File: config.mk
export PLATFORM = sky130hd
export DESIGN_NAME = sim_model_clock_gen
export DESIGN_NICKNAME = d
export VERILOG_FILES = /design/src/rtl/sim_model_clock_gen.sv
export SDC_FILE = /design/constraint.sdc
export NUM_CORES = 1
export LEC_CHECK = 0
export ABC_AREA = 1
export CORE_MARGIN = 10
export CORE_UTILIZATION = 27
export DETAILED_ROUTE_END_ITERATION = 10
export GPL_TIMING_DRIVEN = 0
export PLACE_DENSITY_LB_ADDON = 0.15
export SYNTH_ARGS = -nofsm -noshare
export SYNTH_HDL_FRONTEND = slang
export SYNTH_SLANG_ARGS = --single-unit
File: constraint.sdc
create_clock -name clk -period 1.8 [get_ports clk]
set_input_delay 0.54 -clock clk [delete_from_list [all_inputs] [get_ports clk]]
set_output_delay 0.54 -clock clk [all_outputs]
set_load 0.05 [all_outputs]
File: src/rtl/sim_model_clock_gen.sv
// rtl/sim_model_clock_gen.sv - model-clock generator with stop, free-run, single-step and burst modes
module sim_model_clock_gen #(
  parameter int DIV_WIDTH   = 24,
  parameter int BURST_WIDTH = 8,
  parameter int CNT_WIDTH   = 16
) (
  input  logic                   clk,
  input  logic                   rst_n,
  input  logic                   ena,
  input  logic [1:0]             mode,
  input  logic [DIV_WIDTH-1:0]   half_period,
  input  logic                   step,
  input  logic [BURST_WIDTH-1:0] burst_len,
  output logic                   model_clk,
  output logic                   rise,
  output logic                   busy,
  output logic [CNT_WIDTH-1:0]   period_count
);

  typedef enum logic [1:0] {
    S_IDLE,
    S_RUN,
    S_STEP
  } state_t;

  localparam logic [1:0] MODE_RUN   = 2'b01;
  localparam logic [1:0] MODE_STEP  = 2'b10;
  localparam logic [1:0] MODE_BURST = 2'b11;

  state_t                 state_q, state_d;
  logic [DIV_WIDTH-1:0]   div_cnt_q, div_cnt_d;
  logic [BURST_WIDTH-1:0] rem_q, rem_d;
  logic                   clk_q, clk_d;
  logic                   rise_q, rise_d;
  logic [CNT_WIDTH-1:0]   cnt_q, cnt_d;
  logic                   toggle;

  // >= rather than == so that lowering half_period mid-phase toggles at once
  assign toggle = (div_cnt_q >= half_period);

  always_ff @(posedge clk or negedge rst_n) begin
    if (!rst_n) begin
      state_q   <= S_IDLE;
      div_cnt_q <= '0;
      rem_q     <= '0;
      clk_q     <= 1'b0;
      rise_q    <= 1'b0;
      cnt_q     <= '0;
    end else begin
      state_q   <= state_d;
      div_cnt_q <= div_cnt_d;
      rem_q     <= rem_d;
      clk_q     <= clk_d;
      rise_q    <= rise_d;
      cnt_q     <= cnt_d;
    end
  end

  always_comb begin
    state_d   = state_q;
    div_cnt_d = div_cnt_q;
    rem_d     = rem_q;
    clk_d     = clk_q;
    rise_d    = 1'b0;
    cnt_d     = cnt_q;
    if (ena) begin
      case (state_q)
        S_IDLE: begin
          div_cnt_d = '0;
          clk_d     = 1'b0;
          if (mode == MODE_RUN) begin
            state_d = S_RUN;
          end else if (mode == MODE_STEP && step) begin
            state_d = S_STEP;
            rem_d   = BURST_WIDTH'(1);
          end else if (mode == MODE_BURST && step && burst_len != '0) begin
            state_d = S_STEP;
            rem_d   = burst_len;
          end
        end
        S_RUN: begin
          // a high phase always runs to its falling toggle before stopping
          if (mode != MODE_RUN && !clk_q) begin
            state_d   = S_IDLE;
            div_cnt_d = '0;
          end else if (toggle) begin
            div_cnt_d = '0;
            clk_d     = ~clk_q;
            if (!clk_q) begin
              rise_d = 1'b1;
              cnt_d  = cnt_q + CNT_WIDTH'(1);
            end else if (mode != MODE_RUN) begin
              state_d = S_IDLE;
            end
          end else begin
            div_cnt_d = div_cnt_q + DIV_WIDTH'(1);
          end
        end
        S_STEP: begin
          if (toggle) begin
            div_cnt_d = '0;
            clk_d     = ~clk_q;
            if (!clk_q) begin
              rise_d = 1'b1;
              cnt_d  = cnt_q + CNT_WIDTH'(1);
            end else begin
              rem_d = rem_q - BURST_WIDTH'(1);
              if (rem_q == BURST_WIDTH'(1)) state_d = S_IDLE;
            end
          end else begin
            div_cnt_d = div_cnt_q + DIV_WIDTH'(1);
          end
        end
        default: begin
          state_d   = S_IDLE;
          div_cnt_d = '0;
          clk_d     = 1'b0;
        end
      endcase
    end
  end

  assign model_clk    = clk_q;
  assign rise         = rise_q;
  assign busy         = (state_q != S_IDLE);
  assign period_count = cnt_q;

endmodule
Yosys cells after proc, flatten, opt, wreduce, memory -nomap -nowiden --
Cells that the tools add are included. W data, S select, Z words.
Word-level totals: flip-flop bits (word level) 52, output and inout port bits 19, word-level logic and storage cells 74
Operators by class: $add $sub $neg 3, order comparisons 1, equal/unequal tests 17, multiplexer cells 32, bitwise gates (word level) 1, reductions and logical operators 14
Operator list (count):
- $mux W16 | 3
- $mux W24 | 2
- $pmux W24 S2 | 1
- $mux W8 | 5
- $pmux W16 S2 | 1
- $add A24 B1 Y24 const B | 1
- $ge A24 B24 Y1 | 1
- $mux W2 | 10
- $add A16 B1 Y16 const B | 1
- $pmux W8 S2 | 1
- $ne A3 B3 Y1 const B | 4
- $ne A2 B2 Y1 const B | 5
- $eq A8 B1 Y1 const B | 1
- $reduce_and A8 Y1 | 1
- $reduce_bool A8 Y1 | 1
- $sub A8 B1 Y8 const B | 1
- $eq A2 B2 Y1 const B | 3
- $mux W1 | 6
- $pmux W2 S3 | 1
- $reduce_and A6 Y1 | 1
- $reduce_bool A2 Y1 | 3
- $eq A2 B1 Y1 const B | 2
- $logic_and A1 B1 Y1 | 4
- $ne A4 B4 Y1 const B | 1
- other kinds (7) | 8

Longest topological paths before layout --
Gate-level depths: netlist of run 1.
word-level depth 7, depth in mapped cells 15, gate-level depth less buffers 14

Least setup slack after synthesis of run 1 --
Ideal clock, no wire load.
path kind input -> register, start point input port half_period[23], end point register cnt_q[5], in the netlist period_count[5], library setup time 0.120 ns, data arrival time 1.841 ns, data required time 1.680 ns, slack -0.161 ns, stages 14, cells stage by stage inv_1 -> ha_1 -> nand2_1 -> inv_1 -> nand3_2 -> nor2_4 -> nand3_2 -> clkinv_2 -> nand2_4 -> nand2_4 -> nand3_4 -> buf_6 -> nand2_1 -> nand2_1
On the way: word-level cells in the longest chain between the ends 4
RTL lines:
- start, declared | RTL line 11 | input logic [DIV_WIDTH-1:0] half_period,
- $ge A24 B24 Y1 (*) | RTL line 39 | assign toggle = (div_cnt_q >= half_period);
- $mux W16 (*)
- $mux W16
- $pmux W16 S2 (*)
- end signal, assigned | RTL line 55 | cnt_q <= cnt_d;
- end, declared | RTL line 35 | logic [CNT_WIDTH-1:0] cnt_q, cnt_d;
Mark *: on every way between the ends. The rest lies on a longest branch, timed or not. The select of a mux whose other input is x is not followed. A chain may end at the register's enable or synchronous reset.

Worst setup path after layout of run 1 --
start point register div_cnt_q[23], end point register cnt_q[13], in the netlist period_count[13]
On the way: word-level cells in the longest chain between the ends 4
RTL lines:
- start, declared | RTL line 31 | logic [DIV_WIDTH-1:0] div_cnt_q, div_cnt_d;
- start signal, assigned | RTL line 51 | div_cnt_q <= div_cnt_d;
- $ge A24 B24 Y1 (*) | RTL line 39
- $mux W16 (*)
- $mux W16
- $pmux W16 S2 (*)
Marked as above.

==> results of run 1 <==
## registers in the layout, summed over array words and instances, names as in the netlist
name          cells
div_cnt_q        24
model_clk         1
period_count     16
rem_q             8
rise              1
state_q           2
## logic make-up after synthesis
| logic type | Yosys count |
|---|---|
| AOI/OAI and AO/OA | 49 |
| buffers and inverters | 109 |
| DFF | 52 |
| adders and majority gates | 31 |
| and+or+nand+nor | 390 |
| xor gates and xnor gates | 21 |
## worst max-delay path: cells and delay by family (launching register included)
family / cells / cell delay (ns)
buf+inv: 4 / 0.48
flops: 1 / 0.43
compound gates: 1 / 0.05
simple gates: 7 / 0.56
fa+ha+maj: 1 / 0.28
## path summary, 6_finish.rpt
check                      cells after the start              from  slack, ns          endpoint
setup / recovery                              13     div_cnt_q[23]      -0.12  period_count[13]
hold / removal                                 1             rst_n       0.24          rem_q[4]
setup reg to reg                              13     div_cnt_q[23]      -0.12  period_count[13]
hold reg to reg                                2  period_count[13]       0.50  period_count[13]
max in group asynchronous                      2             rst_n       0.96      div_cnt_q[1]
min in group clk                               2  period_count[13]       0.50  period_count[13]
## area by class of cell
| class | count | area (µm²) |
|---|---|---|
| Multi-Input combinational cell | 492 | 3150 |
| Buffer | 15 | 113 |
| Inverter | 94 | 373 |
| Clock buffer | 5 | 125 |
| Sequential cell | 52 | 1330 |
| Clock inverter | 2 | 12.5 |
| Timing Repair Buffer | 92 | 888 |
| Fill cell | 1619 | 9460 |
| Tap cell | 216 | 270 |
## layer usage
| layer | vias to the layer above | routed length, µm | GRT usage |
|---|---|---|---|
| li1 | 2281 | - | - |
| met1 | 2185 | 6180 | 0.158 |
| met2 | 85 | 6300 | 0.207 |
| met3 | 18 | 544 | 0.0253 |
| met4 | 0 | 252 | 0.0420 |
| met5 | - | 0 | 0 |
## report_power, final
group | internal, mW | switching (mW)
combinational | 0.881 | 1.37
clock | 0.507 | 0.468
sequential | 1.29 | 0.137
## per-stage QoR
| step | hold slack, ns | instances | area, µm² | utilization |
|---|---|---|---|---|
| 5_1_grt | 0.300 | 968 | 6260 | 0.398 |
| 3_5_place_dp | 0.489 | 924 | 5300 | 0.337 |
| 4_1_cts | 0.271 | 963 | 6060 | 0.385 |
| 6_report | 0.237 | 968 | 6260 | 0.398 |
| 2_1_floorplan | 0.244 | 652 | 4470 | - |
| 3_3_place_gp | 0.484 | 923 | 5290 | 0.336 |
## timing repair
action / CTS / global route
endpoints found under the setup margin: 71 / 56
cloned: 4 / 0
gates resized for setup: 195 / 54
setup buffers: 29 / 7
pin swaps: 53 / 22
## cell usage in the layout, fill, tap and decap left out, types with 14 or more instances in the layout
| cell type | n |
|---|---|
| buf_4 | 30 |
| nor2_1 | 54 |
| nand3_1 | 40 |
| inv_2 | 19 |
| ha_4 | 19 |
| nand4_1 | 35 |
| clkdlybuf4s15_2 | 14 |
| xor2_1 | 15 |
| nand2_1 | 193 |
| nand2_2 | 27 |
| inv_1 | 71 |
| buf_6 | 14 |
| dfrtp_1 | 31 |
| clkdlybuf4s15_1 | 14 |
| dfrtp_2 | 21 |
==> results by group, run 1 <==
Floorplanning
  – Die H: 146 µm
  – I/O Pins: 57
  – Initial Util: 0.273
  – Die area: 0.0213 mm²
  – Core ar.: 0.0157 mm²
  – Num rows: 46
  – Die extent in x: 146 µm

Setup path
  – Worst-path maximum fanout: 5
  – Arr. time, crit path: 2.11 ns
  – CP Capture Type: flip-flop
  – Cell chain of the critical path: ha_4 > nand2_4 > inv_4 > nand3_4 > nor2_4 > buf_6 > a21oi_4 > buf_12 > nand2_8 > nand3_4 > buf_6 > nand2_1 > nand2_1
  – Slowest CP cell: dfrtp_2
  – CP required: 1.99 ns
  – Setup crit start kind: flip-flop
  – WS Path Type: reg -> reg
  – Worst path max stage delay: 0.43 ns

Timing
  – Slew @ Worst Pin: 0.682 ns
  – RSZ-0062 raised after global routing: true
  – Setup TNS: -2.61 ns
  – Min Tclk post-route: 1.92 ns
  – Final WS setup: -0.122 ns
  – Final Skew: 0.00835 ns
  – Crit share post-route: 1.07
  – Slew headroom: 0.545
  – Fin. max-slew vios: 0
  – Max Clock Freq: 520 MHz
  – Final setup fails: 36
  – Count of final hold-check violations: 0

GRT
  – Largest net degree at the start of global routing: 30
  – Initial antenna violation count: 0
  – Vias in the first global route: 4599
  – Global route overflow: 0
  – First-pass GRT wire length: 22.3 mm
  – Total Routing Usage GR: 0.125

Clock tree
  – CTS tree: built
  – CTS Buffer Depth: 2
  – Root buf cell: clkbuf_16
  – H-tree depth: 2
  – Cts hold-fix bufs: 0
  – Clock sink count: 52
  – Clk Latency, worst-skew pair: 0.30 ns
  – TritonCTS buffer count: 5
  – Clk slew on worst S/H paths: 0.07 ns

Drt
  – Vias post-DR: 4569
  – DRT iter0 DRCs: 197
  – DR WL/cell: 13.7 µm
  – Avg Vias per Cell: 4.72
  – Pre-antenna DRT Iters: 4
  – DRC Markers: 0
  – Final antenna-violating net count: 0
  – WL final: 13.3 mm

Logic synthesis
  – Largest family of logic cells by synthesized area: simple AND/OR/NAND/NOR gates
  – Adder-cell area share of the yosys netlist: 0.0903
  – EDFF count, synth: 0
  – Simple-Gate Fraction of Synth Area: 0.394
  – Netlist cell types: 33
  – Top_reg_cell synth: dfrtp_1
  – Post-Syn Instances: 652
  – Mean post-synth cell area: 6.59 µm²
  – Synth Area in Compound Gates: 0.0682
  – Post-synth top cells: 225 x nand2_1, 93 x inv_1, 63 x nor2_1
  – Syn Std Cell Area: 0.00429 mm²
  – YS warnings: 0
  – Sequential-to-total area share from yosys stat: 0.303
  – Synth top area cells: dfrtp_1 30%, nand2_1 20%, ha_1 9.0%
  – Most common cell in the netlist: nand2_1
  – Synth area leader: dfrtp_1
  – Multiplexer area fraction after synthesis: 0
  – Post-synth top area share: 0.303
  – Synthesized Nets: 721
  – Xor/xnor share of the synthesized area: 0.0428
  – Async SR Flop Fraction: 1.00
  – Synth Register Bits: 52

Placed design
  – Post-DP HPWL: 9.90 mm
  – I/O Buffers: 55
  – Final Wtd Congestion: 0.917
  – Pre-CTS setup slack: -0.968 ns

Outcome
  – Outcome: finished with violations
  – Failing checks: setup timing

Finish
  – Layout Nets: 821
  – Share of cells above drive strength 1: 0.283
  – Antenna Cells: 0
  – Area Overhead vs Synth: 45.7%

Min path
  – Hold WC Path Type: in -> async

Pwr
  – Worst VDD drop: 351 µV
  – Pwr dens: 745 mW/mm²
  – Pleak: 2.85 nW
  – Final Power: 4.66 mW

Run
  – Max-cap violations: 0
Note: power is estimated with default switching activity, not from simulation.
==> inputs of run 2 (changes only) <==
DONT_BUFFER_PORTS = 1   (was unset)
==> results by group, run 2 (synthesis gave the netlist of run 1 again) <==
Setup path
  – Setup crit start kind: flip-flop (unchanged)
  – Arr. time, crit path: 2.12 ns (was 2.11 ns)
  – WS Path Type: reg -> reg (unchanged)
  – CP Capture Type: flip-flop (unchanged)
  – Worst-path maximum fanout: 5 (unchanged)
  – Cell chain of the critical path: ha_4 > nand2_2 > inv_2 > nand3_4 > nor2_4 > buf_6 > a21oi_4 > buf_12 > nand2_8 > nand3_4 > buf_6 > nand2_1 > nand2_1 (was ha_4 > nand2_4 > inv_4 > nand3_4 > nor2_4 > buf_6 > a21oi_4 > buf_12 > nand2_8 > nand3_4 > buf_6 > nand2_1 > nand2_1)
  – FF-to-FF setup slack: -0.13 ns (was -0.12 ns)
  – Slowest CP cell: dfrtp_2 (unchanged)
  – FF-to-FF End: period_count[14] (was period_count[13])
  – Worst path max stage delay: 0.43 ns (about the same)
  – CP required: 1.99 ns (about the same)
  – R2R Path Start: div_cnt_q[22] (was div_cnt_q[23])
  – R2r worst-path depth: 13 (unchanged)

Timing
  – Slew @ Worst Pin: 0.657 ns (was 0.682 ns)
  – Final Skew: 0.0141 ns (was 0.00835 ns)
  – RSZ-0062 raised after global routing: true (unchanged)
  – Max Clock Freq: 518 MHz (was 520 MHz)
  – Fin. max-slew vios: 0 (unchanged)
  – Crit share post-route: 1.07 (about the same)
  – Count of final hold-check violations: 0 (unchanged)
  – Min Tclk post-route: 1.93 ns (was 1.92 ns)
  – Slew headroom: 0.562 (was 0.545)
  – Final setup fails: 45 (was 36)
  – Final WS setup: -0.132 ns (was -0.122 ns)

Finish
  – Antenna Cells: 0 (unchanged)
  – Layout Nets: 762 (was 821)
  – Share of cells above drive strength 1: 0.220 (was 0.283)
  – Commonest non-fill, non-tap cells in the layout: 209 x nand2_1, 78 x inv_1, 56 x nor2_1 (was 193 x nand2_1, 71 x inv_1, 54 x nor2_1)
  – Area Overhead vs Synth: 26.7% (was 45.7%)
  – Commonest non-fill, non-tap cell in the layout: nand2_1 (unchanged)
  – Most flops, register: div_cnt_q (unchanged)
  – Largest register FFs: 24 (unchanged)
  – Fill cells: 1681 (was 1619)

Clock tree
  – Root buf cell: clkbuf_16 (unchanged)
  – CTS tree: built (unchanged)
  – Clk slew on worst S/H paths: 0.07 ns (about the same)
  – CTS Buffer Depth: 2 (unchanged)
  – TritonCTS buffer count: 5 (unchanged)
  – Clk Latency, worst-skew pair: 0.31 ns (was 0.30 ns)
  – Clock sink count: 52 (unchanged)
  – H-tree depth: 2 (unchanged)

Min path
  – Hold WC Path Type: in -> async (unchanged)

Placed design
  – I/O Buffers: 0 (was 55)
  – Pre-CTS setup slack: -0.417 ns (was -0.968 ns)
  – Post-DP HPWL: 9.65 mm (was 9.90 mm)
  – Final Wtd Congestion: 0.886 (was 0.917)

Drt
  – DRT iter0 DRCs: 201 (was 197)
  – Pre-antenna DRT Iters: 4 (unchanged)
  – DR WL/cell: 13.8 µm (was 13.7 µm)
  – WL final: 12.6 mm (was 13.3 mm)
  – Final antenna-violating net count: 0 (unchanged)
  – DRC Markers: 0 (unchanged)
  – Vias post-DR: 4219 (was 4569)
  – Avg Vias per Cell: 4.64 (was 4.72)

GRT
  – Initial antenna violation count: 0 (unchanged)
  – First-pass GRT wire length: 21.6 mm (was 22.3 mm)
  – Largest net degree at the start of global routing: 53 (was 30)
  – Global route overflow: 0 (unchanged)
  – Total Routing Usage GR: 0.121 (was 0.125)
  – Vias in the first global route: 4277 (was 4599)

Pwr
  – Pleak: 2.58 nW (was 2.85 nW)
  – Worst VDD drop: 423 µV (was 351 µV)
  – Pwr dens: 836 mW/mm² (was 745 mW/mm²)
  – Final Power: 4.55 mW (was 4.66 mW)

Floorplanning
  – I/O Pins: 57 (unchanged)
  – Num rows: 46 (unchanged)
  – Initial Util: 0.273 (unchanged)
  – Core ar.: 0.0157 mm² (unchanged)
  – Die area: 0.0213 mm² (unchanged)
  – Die H: 146 µm (unchanged)
  – Die extent in x: 146 µm (unchanged)

Outcome
  – Failing checks: setup timing (unchanged)
  – Outcome: finished with violations (unchanged)

Run
  – Max-cap violations: 0 (unchanged)
==> run 2: repair_timing <==
| action | 4_1_cts | 5_1_grt |
|---|---|---|
| pin swaps | 10 | 9 |
| resized for setup | 57 | 29 |
| endpoints found under the hold margin | 52 | 0 |
| hold buffers | 1 | 0 |
| endpoints found under the setup margin | 53 | 52 |
| cloned | 1 | 0 |
| setup buffers | 25 | 7 |
==> run 2: through the flow <==
stage	setup TNS, ns	util	std cells	hold WS, ns	area, µm²
3_3_place_gp	-16.73	0.301	868	0.247	4740
3_5_place_dp	-17.41	0.301	868	0.247	4740
4_1_cts	-4.49	0.338	903	0.0929	5320
6_report	-2.97	0.346	910	0.0884	5440
2_1_floorplan	-1.21	-	652	0.244	4470
5_1_grt	-8.73	0.346	910	0.0968	5440
==> run 2: critical path, delay by kind of cell, from the launching register on <==
family                   cells  cell delay [ns]
buffers and inverters        4             0.49
flip-flops                   1             0.43
adder cells (fa/ha/maj)      1             0.26
AND/OR/NAND/NOR              7             0.56
AO/OA/AOI/OAI                1             0.05
==> run 2: worst max path at each step <==
stage                    startpoint               end  slack, ns  depth (start not counted)
detailed placement   half_period[7]          rem_q[0]      -0.42                         13
floorplan           half_period[23]   period_count[5]      -0.10                         14
global route          div_cnt_q[22]  period_count[15]      -0.25                         13
CTS                   div_cnt_q[17]  period_count[13]      -0.16                         11
global placement     half_period[7]      div_cnt_q[3]      -0.41                         12
finish                div_cnt_q[22]  period_count[14]      -0.13                         13
==> run 2: area by class of cell <==
class,count,area [µm²],share of cell area
Clock inverter,3,68.8,0.0126
Timing Repair Buffer,34,299,0.0549
Inverter,94,372,0.0683
Buffer,15,97.6,0.0179
Multi-Input combinational cell,491,2870,0.528
Clock buffer,5,125,0.0230
Sequential cell,52,1340,0.246
Tap cell,216,270,0.0497
==> run 2: report_power, final <==
| part | leakage, nW | switching [mW] | internal [mW] |
|---|---|---|---|
| Sequential | 0.665 | 0.167 | 1.29 |
| Combinational | 1.82 | 1.17 | 0.640 |
| Clock | 0.0944 | 0.478 | 0.803 |
| Total | 2.58 | 1.82 | 2.74 |
==> run 2: layer usage <==
metal | up-vias | GRT usage | part of all wire
li1 | 2175 | - | -
met1 | 1978 | 0.153 | 0.46
met2 | 54 | 0.197 | 0.47
met3 | 12 | 0.0297 | 0.047
met4 | 0 | 0.0385 | 0.016
met5 | - | 0 | 0
==> inputs of run 3 (changes only) <==
DONT_BUFFER_PORTS = unset   (was 1)
TNS_END_PERCENT = 30   (was unset)
==> results by group, run 3 (synthesis gave the netlist of run 1 again) <==
Timing
  – Min Tclk post-route: 1.92 ns (was 1.93 ns)
  – Fin. max-slew vios: 0 (unchanged)
  – Max Clock Freq: 522 MHz (was 518 MHz)
  – Final Skew: 0.00957 ns (was 0.0141 ns)
  – RSZ-0062 raised after global routing: true (unchanged)
  – Crit share post-route: 1.06 (was 1.07)
  – Final setup fails: 36 (was 45)
  – Slew @ Worst Pin: 0.622 ns (was 0.657 ns)
  – Slew headroom: 0.585 (was 0.562)
  – Final WS setup: -0.115 ns (was -0.132 ns)
  – Setup TNS: -2.78 ns (was -2.97 ns)
  – Count of final hold-check violations: 0 (unchanged)

Clock tree
  – Root buf cell: clkbuf_16 (unchanged)
  – CTS tree: built (unchanged)
  – H-tree depth: 2 (unchanged)
  – CTS Buffer Depth: 2 (unchanged)
  – TritonCTS buffer count: 5 (unchanged)
  – Clk slew on worst S/H paths: 0.07 ns (about the same)
  – Clock sink count: 52 (unchanged)
  – Clk Latency, worst-skew pair: 0.30 ns (was 0.31 ns)
  – Cts hold-fix bufs: 0 (was 1)

Finish
  – Fin area: 0.00606 mm² (was 0.00544 mm²)
  – Layout Nets: 810 (was 762)
  – Fill cells: 1641 (was 1681)
  – Largest register FFs: 24 (unchanged)
  – Antenna Cells: 0 (unchanged)
  – Commonest non-fill, non-tap cells in the layout: 202 x nand2_1, 72 x inv_1, 54 x nor2_1 (was 209 x nand2_1, 78 x inv_1, 56 x nor2_1)
  – Area Overhead vs Synth: 41.0% (was 26.7%)
  – Commonest non-fill, non-tap cell in the layout: nand2_1 (unchanged)
  – Area taken by multi-input logic gates: 0.00303 mm² (was 0.00287 mm²)
  – Share of cells above drive strength 1: 0.250 (was 0.220)
  – FF+latch area: 0.00133 mm² (was 0.00134 mm²)
  – Most flops, register: div_cnt_q (unchanged)

Min path
  – Hold WC Path Type: in -> async (unchanged)

Drt
  – Final antenna-violating net count: 0 (unchanged)
  – DR WL/cell: 13.7 µm (was 13.8 µm)
  – Avg Vias per Cell: 4.65 (was 4.64)
  – WL final: 13.1 mm (was 12.6 mm)
  – Vias post-DR: 4446 (was 4219)
  – Pre-antenna DRT Iters: 4 (unchanged)
  – DRC Markers: 0 (unchanged)
  – DRT iter0 DRCs: 245 (was 201)

Setup path
  – Crit path max-delay family: simple AND/OR/NAND/NOR gates (unchanged)
  – Worst path max stage delay: 0.43 ns (about the same)
  – Slowest CP cell: dfrtp_2 (unchanged)
  – Cell chain of the critical path: ha_4 > nand2_4 > inv_4 > nand3_4 > nor2_4 > nand3_4 > clkinv_4 > nand2_8 > nand2_8 > nand3_4 > buf_6 > nand2_1 > nand2_1 (was ha_4 > nand2_2 > inv_2 > nand3_4 > nor2_4 > buf_6 > a21oi_4 > buf_12 > nand2_8 > nand3_4 > buf_6 > nand2_1 > nand2_1)
  – Setup crit start kind: flip-flop (unchanged)
  – Worst-path maximum fanout: 5 (unchanged)
  – WS Path Type: reg -> reg (unchanged)
  – CP required: 1.99 ns (about the same)
  – WP buf/inv: 3 (was 4)
  – Arr. time, crit path: 2.10 ns (was 2.12 ns)
  – Worst path most repeated cell: nand3_4
  – CP Capture Type: flip-flop (unchanged)

Placed design
  – Final Wtd Congestion: 0.917 (was 0.886)
  – Post-DP HPWL: 9.90 mm (was 9.65 mm)
  – Pre-CTS setup slack: -0.968 ns (was -0.417 ns)
  – I/O Buffers: 55 (was 0)
  – Area after DPL: 0.00530 mm² (was 0.00474 mm²)

Floorplanning
  – Core ar.: 0.0157 mm² (unchanged)
  – Die area: 0.0213 mm² (unchanged)
  – Initial Util: 0.273 (unchanged)
  – Die H: 146 µm (unchanged)
  – Num rows: 46 (unchanged)
  – I/O Pins: 57 (unchanged)
  – Die extent in x: 146 µm (unchanged)

GRT
  – Total Routing Usage GR: 0.122 (was 0.121)
  – First-pass GRT wire length: 21.8 mm (was 21.6 mm)
  – Vias in the first global route: 4484 (was 4277)
  – Largest net degree at the start of global routing: 30 (was 53)
  – Initial antenna violation count: 0 (unchanged)
  – Global route overflow: 0 (unchanged)

Pwr
  – Pwr dens: 737 mW/mm² (was 836 mW/mm²)
  – Pleak: 2.80 nW (was 2.58 nW)
  – Worst VDD drop: 348 µV (was 423 µV)

Run
  – Max-cap violations: 0 (unchanged)

Outcome
  – Outcome: finished with violations (unchanged)
  – Failing checks: setup timing (unchanged)
run 3: cell count changes in the layout (fill, tap and decap cells not counted), sizes merged:
cell	delta
inv	-1
bufinv	-2
dlygate4sd2	+17
clkdlybuf4s15	+23
clkdlybuf4s50	+11
clkinv	+2
buf	-5
clkbuf	+2
run 3: per-layer routing:
metal / global-route usage / part of all wire / vias up
met2: 0.202 / 0.47 / 84
li1: - / - / 2257
met3: 0.0250 / 0.043 / 16
met1: 0.155 / 0.46 / 2089
met4: 0.0410 / 0.017 / 0
met5: 0 / 0 / -
run 3: final timing paths:
kind                            slack [ns]  cells after the start             start          endpoint
min in group clk                      0.51                      2  period_count[13]  period_count[13]
worst max-delay path                 -0.12                     13     div_cnt_q[23]  period_count[13]
worst max register to register       -0.12                     13     div_cnt_q[23]  period_count[13]
max in group asynchronous             0.96                      2             rst_n      div_cnt_q[1]
worst min-delay path                  0.24                      1             rst_n          rem_q[4]
worst min register to register        0.51                      2  period_count[13]  period_count[13]
run 3: through the flow:
stage | instances | power (mW) | hold WS, ns | util
3_3_place_gp | 923 | 3.17 | 0.484 | 0.336
4_1_cts | 948 | 4.31 | 0.271 | 0.370
5_1_grt | 957 | 4.78 | 0.300 | 0.385
2_1_floorplan | 652 | 2.67 | 0.244 | -
3_5_place_dp | 924 | 3.21 | 0.489 | 0.337
6_report | 957 | 4.46 | 0.237 | 0.385
run 3: repair_timing:
action	4_1_cts	5_1_grt
hold endpoints to repair	0	0
pin swaps	41	17
cloned	2	1
resized for setup	154	64
buffers inserted	16	9
setup endpoints to repair	71	56
run 3: final cells by class:
cell class                      count  share of cell area
Multi-Input combinational cell    491               0.500
Sequential cell                    52               0.220
Timing Repair Buffer               82               0.132
Inverter                           94              0.0616
Tap cell                          216              0.0446
Clock buffer                        5              0.0207
Buffer                             15              0.0194
Clock inverter                      2             0.00207
run 3: power by group:
group | switching, mW | internal [mW]
registers | 0.131 | 1.29
clock network | 0.466 | 0.507
logic | 1.28 | 0.785
total | 1.88 | 2.58
==> edit 1 (flow settings as in run 3) <==
The parameter `DIV_WIDTH` goes from 24 to 12.
--- a/src/rtl/sim_model_clock_gen.sv
+++ b/src/rtl/sim_model_clock_gen.sv
@@ -1,6 +1,6 @@
 // rtl/sim_model_clock_gen.sv - model-clock generator with stop, free-run, single-step and burst modes
 module sim_model_clock_gen #(
-  parameter int DIV_WIDTH   = 24,
+  parameter int DIV_WIDTH   = 12,
   parameter int BURST_WIDTH = 8,
   parameter int CNT_WIDTH   = 16
 ) (
Ports: changed (resized half_period); port bits go from 57 to 45. No check against the original RTL was run, so the function may have changed too.
==> edit 1 against run 3 <==
Clock power grew 9%. Cell count down 32%. Synthesized area shrank 28%. Routed wire length down 40%. Worst setup slack improved by 0.13 ns. Design area fell by 27%. Power decreased by 11%. Utilization grew 1.6 points. Largest cell class unchanged. Synthesized cell count shrank 33%. Sequential cell count down 12.
==> edit 1: results (changes against run 3) <==
* Final wirelength at 7880 um (-40%)
* Share of layout cells above drive strength 1 at 31.1% (+6.1 points)
* Diode count at 0 (unchanged)
* R2r startpoint: div_cnt_q[9]
* Mean Syn Cell Area at 7.10 um2 (+7.8%)
* Top cells by area, synth: dfrtp_1 32%, nand2_1 16%, inv_1 7.9%, ha_1 7.7%, nand3_1 6.0%
* Cells after Synth at 434 (-33%)
* Dpl hpwl at 5810 um (-41%)
* Outcome: finished, final reports clean
* Pin count of the biggest net entering global routing at 27 (-10%)
* Critical Path AT at 1.95 ns (-0.15 ns)
* Synth cell types at 34 (+3.0%)
* WS Path Type: reg2reg
* Clock latency on the worst-skew pair at 0.28 ns (-0.02 ns)
* RePlAce Congestion at 0.800 (-13%)
* Post-DR wirelength/cell at 12.1 um (-12%)
* GRT Total Usage at 9.84% (-2.4 points)
* Slew HR at 65.2% (+6.7 points)
* Worst R2R Path Depth at 12 (-1)
* Sequential share of the synthesized area at 32.5% (+2.2 points)
* Peak supply drop at 0.000482 V (+39%)
* First-pass GRT wire length at 13400 um (-39%)
* Net Switching at 0.00156 W (-17%)
* Setup tns final at 0 ns (+2.78 ns)
* Met3 WL at 332 um (-41%)
* Met2 Wirelength at 3670 um (-41%)
* Leakage power at 2.04 nW (-27%)
* Largest register FFs at 16 (-33%)
* Cell Area, Placed at 3730 um2 (-30%)
* Port bufs at 44 (-20%)
* Via count of the first global-routing pass at 2806 (-37%)
* Final period util at 98.9% (-7.5 points)
* Number of instances in the placed design at 619 (-33%)
## edit 1: cell count changes after synthesis, sizes merged, moves of 12 or more
cell and change:
nand2 -86, nand4 -30, inv -26, nor2 -21, dfrtp -12, ha -12
## edit 1: cell type report
| class | count | area, um2 |
|---|---|---|
| clock buffer | 6 | 139 |
| inverter | 67 | 251 |
| buffer | 7 | 75.1 |
| sequential | 40 | 1010 |
| fill | 1137 | 6580 |
| tap | 140 | 175 |
| clock inverter | 2 | 38.8 |
| timing repair buffer | 69 | 673 |
| multi-input combinational | 320 | 2050 |
## edit 1: critical path, delay by kind of cell, from the launching register on
kind | cells | cell delay, ns
adders and majority gates | 1 | 0.29
DFF | 1 | 0.44
AOI/OAI and AO/OA | 1 | 0.04
buffers and inverters | 3 | 0.34
and+or+nand+nor | 7 | 0.56
## edit 1: per-stage QoR
step	utilization, %	hold WS, ns
after floorplan	-	0.244
after global placement	33.8	0.488
after CTS	39.8	0.187
after global routing	40.1	0.206
after detailed placement	34.0	0.490
final	40.1	0.179
## edit 1: how the worst min path moves through the flow
stage	slack, ns	start	cells past startpoint	end
after detailed placement	0.49	rst_n	1	div_cnt_q[4]
after CTS	0.19	rst_n	1	div_cnt_q[4]
after floorplan	0.24	rst_n	0	div_cnt_q[0]
after global placement	0.49	rem_q[1]	2	rem_q[1]
final	0.18	rst_n	1	div_cnt_q[4]
after global routing	0.21	rst_n	1	div_cnt_q[4]
## edit 1: repair_timing
action,4_1_cts,5_1_grt
gates resized for setup,139,38
pin swaps,33,16
gates cloned,5,0
setup endpoints to repair,59,44
setup buffers,18,2
## edit 1: cell families (layout without fill, tap and decap cells)
logic type | Yosys count | after routing | synth area share (%)
AO/OA/AOI/OAI | 42 | 42 | 9.42
flip-flops | 40 | 40 | 32.5
buffers and inverters | 75 | 151 | 10.1
AND/OR/NAND/NOR | 237 | 238 | 34.3
XOR/XNOR | 21 | 21 | 5.97
adder cells (fa/ha/maj) | 19 | 19 | 7.71
## edit 1: layer usage
metal / up-vias / global-route usage [%]
met3: 4 / 2.33
met2: 38 / 16.1
met5: - / 0
met4: 0 / 2.01
met1: 1280 / 12.8
li1: 1512 / -
## edit 1: power groups by stage
| stage | logic [W] | registers [W] | clock network [W] |
|---|---|---|---|
| floorplan | 0.00103 | 0.00115 | 0 |
| global placement | 0.00142 | 0.00116 | 0 |
| detailed placement | 0.00144 | 0.00116 | 0 |
| CTS | 0.00170 | 0.00114 | 0.00109 |
| global route | 0.00201 | 0.00117 | 0.00113 |
| finish | 0.00179 | 0.00114 | 0.00106 |
==> edit 2 (settings of run 3) <==
Without the edit above. Register the inputs `ena`, `mode`, `half_period` and `step` before use. The logic sees them one clock later.
--- a/src/rtl/sim_model_clock_gen.sv
+++ b/src/rtl/sim_model_clock_gen.sv
@@ -27,6 +27,18 @@
   localparam logic [1:0] MODE_STEP  = 2'b10;
   localparam logic [1:0] MODE_BURST = 2'b11;
 
+  logic ena_q;
+  logic [1:0] mode_q;
+  logic [DIV_WIDTH-1:0] half_period_q;
+  logic step_q;
+
+  always_ff @(posedge clk) begin
+    ena_q         <= ena;
+    mode_q        <= mode;
+    half_period_q <= half_period;
+    step_q        <= step;
+  end
+
   state_t                 state_q, state_d;
   logic [DIV_WIDTH-1:0]   div_cnt_q, div_cnt_d;
   logic [BURST_WIDTH-1:0] rem_q, rem_d;
@@ -36,7 +48,7 @@
   logic                   toggle;
 
   // >= rather than == so that lowering half_period mid-phase toggles at once
-  assign toggle = (div_cnt_q >= half_period);
+  assign toggle = (div_cnt_q >= half_period_q);
 
   always_ff @(posedge clk or negedge rst_n) begin
     if (!rst_n) begin
@@ -63,24 +75,24 @@
     clk_d     = clk_q;
     rise_d    = 1'b0;
     cnt_d     = cnt_q;
-    if (ena) begin
+    if (ena_q) begin
       case (state_q)
         S_IDLE: begin
           div_cnt_d = '0;
           clk_d     = 1'b0;
-          if (mode == MODE_RUN) begin
+          if (mode_q == MODE_RUN) begin
             state_d = S_RUN;
-          end else if (mode == MODE_STEP && step) begin
+          end else if (mode_q == MODE_STEP && step_q) begin
             state_d = S_STEP;
             rem_d   = BURST_WIDTH'(1);
-          end else if (mode == MODE_BURST && step && burst_len != '0) begin
+          end else if (mode_q == MODE_BURST && step_q && burst_len != '0) begin
             state_d = S_STEP;
             rem_d   = burst_len;
           end
         end
         S_RUN: begin
           // a high phase always runs to its falling toggle before stopping
-          if (mode != MODE_RUN && !clk_q) begin
+          if (mode_q != MODE_RUN && !clk_q) begin
             state_d   = S_IDLE;
             div_cnt_d = '0;
           end else if (toggle) begin
@@ -89,7 +101,7 @@
             if (!clk_q) begin
               rise_d = 1'b1;
               cnt_d  = cnt_q + CNT_WIDTH'(1);
-            end else if (mode != MODE_RUN) begin
+            end else if (mode_q != MODE_RUN) begin
               state_d = S_IDLE;
             end
           end else begin
Formal check against the unedited RTL: not equivalent (a bounded check fails within 4 cycles, from zero or initial values and one cycle with rst_n low).
==> edit 2 against run 3 <==
The run still ends with negative setup slack left. Cell count is 2.0% lower. Non-clock buffer count is 5 higher. Clock skew is 0.0012 ns higher. Worst setup slack worse by 0.030 ns. Highest routed layer unchanged. Utilization is 0.69 points higher. Routed wire length is 3.6% lower. Critical path type unchanged. Synthesized area is 7.7% higher. Sequential power is 46% higher. Sequential cell count is 28 higher. Design area is 8.2% higher. Power is 37% higher.
==> edit 2: results (changes against run 3) <==
* Critical Path AT at 2.23 ns (+0.13 ns)
* Final wirelength at 12600 um (-3.6%)
* Critical Path Max Stage Delay at between 0.4 and 0.5 ns
* Pin count of the biggest net entering global routing at 28 (-6.7%)
* Syn nets at 679 (-5.8%)
* H-tree levels at 3 (+1)
* Fillcell total at 1741 (+6.1%)
* Mapped Area at 4620 um2 (+7.7%)
* Clock Power at 0.00202 W (+110%)
* R2r startpoint: div_cnt_q[20]
* Inserted Clock Buffers at 9 (+4)
* Via count of the first global-routing pass at 4335 (-3.3%)
* Setup Skew at 0.0108 ns (+0.00121 ns)
* Final worst slack at -0.145 ns (-0.0298 ns)
* Crit path capture: period_count[5]
* Async S/R FF share, synth at 65.0% (-35 points)
* Met3 WL at 478 um (-14%)
* Top Metal Used: met4
* Peak supply drop at 0.000464 V (+33%)
* GRT Total Usage at 11.7% (-0.53 points)
* Routing usage on met3 at 2.71% (+0.21 points)
* Cell Area, Placed at 5480 um2 (+3.3%)
* RePlAce Congestion at 0.866 (-5.6%)
* Metal1 wirelength at 5870 um (-3.7%)
* 1st-iter DRT viols at 247 (+0.82%)
* Worst R2R Path Depth at 12 (-1)
* Worst-Margin Slew at 0.632 ns (+0.00981 ns)
* Clock latency on the worst-skew pair at 0.35 ns (+0.05 ns)
* Post-synth top cells: 181 x nand2_1, 77 x inv_1, 52 x dfrtp_1
* Failing checks: negative setup slack
* Share of layout cells above drive strength 1 at 24.7% (-0.31 points)
* Layout net count at 782 (-3.5%)
* Met2 track demand over resource at 18.3% (-1.9 points)
* Outcome: complete, but fails checks
* Port bufs at 56 (+1.8%)
* Final setup viols at 51 (+42%)
* Comb group at 0.00200 W (-3%)
* Dpl hpwl at 9140 um (-7.7%)
* Yosys warning count at 0 (unchanged)
* First-pass GRT wire length at 21300 um (-2.3%)
* P_int at 0.00403 W (+56%)
* Synth cell types at 32 (-3.0%)
* Leakage power at 2.95 nW (+5.7%)
* Global routing usage on met1 at 14.8% (-0.79 points)
* Sequential share of the synthesized area at 40.3% (+10 points)
* Clock transition at the registers of the reported paths at roughly 0.060 ns
* Reg2Reg Capture Point: period_count[5]
* Top cells by area, synth: dfrtp_1 28%, nand2_1 15%, dfxtp_1 12%, ha_1 8.4%, inv_1 6.3%
* Met2 Wirelength at 6010 um (-3.5%)
* Mean number of vias per cell at 4.58 (-1.3%)
==> edit 2: how the worst min path moves through the flow <==
stage,from,end,slack [ns]
final,rst_n,rem_q[1],0.20
after global placement,rem_q[6],rem_q[6],0.46
after detailed placement,rem_q[7],rem_q[7],0.47
after CTS,rst_n,rem_q[1],0.23
after floorplan,rst_n,div_cnt_q[0],0.24
after global routing,rst_n,rem_q[1],0.26
==> edit 2: metrics by stage <==
stage | TNS, ns | total power (W) | setup slack, ns | instances | util [%]
6_report | -4.64 | 0.00610 | -0.145 | 938 | 39.2
3_3_place_gp | -98.24 | 0.00366 | -1.60 | 886 | 32.7
4_1_cts | -4.92 | 0.00601 | -0.146 | 934 | 38.2
5_1_grt | -9.88 | 0.00648 | -0.237 | 938 | 39.2
2_1_floorplan | -0.506 | 0.00320 | -0.0511 | 610 | -
3_5_place_dp | -15.56 | 0.00370 | -0.410 | 887 | 32.8
==> edit 2: area by class of cell <==
cell class | count | area, um2 | share of cell area, %
well taps | 220 | 275 | 4.20
multi-input cells | 441 | 2800 | 42.7
flip-flops and latches | 80 | 1880 | 28.7
plain buffers | 11 | 85.1 | 1.30
inverters | 79 | 302 | 4.60
clock inverters | 3 | 65.1 | 0.993
repair buffers | 91 | 883 | 13.5
clock buffers | 13 | 260 | 3.97
==> edit 2: cell families after synthesis <==
kind of cell | count (synthesis) | synth area share [%]
compound gates | 54 | 6.47
flops | 80 | 40.3
fa+ha+maj | 31 | 8.39
simple gates | 320 | 30.5
xor+xnor | 35 | 6.63
buf+inv | 90 | 7.74
==> edit 2: what timing repair did <==
item	in CTS	in global routing
buffers inserted	29	4
gates cloned	2	0
resized for setup	133	56
pin swaps	11	10
endpoints found under the setup margin	71	55
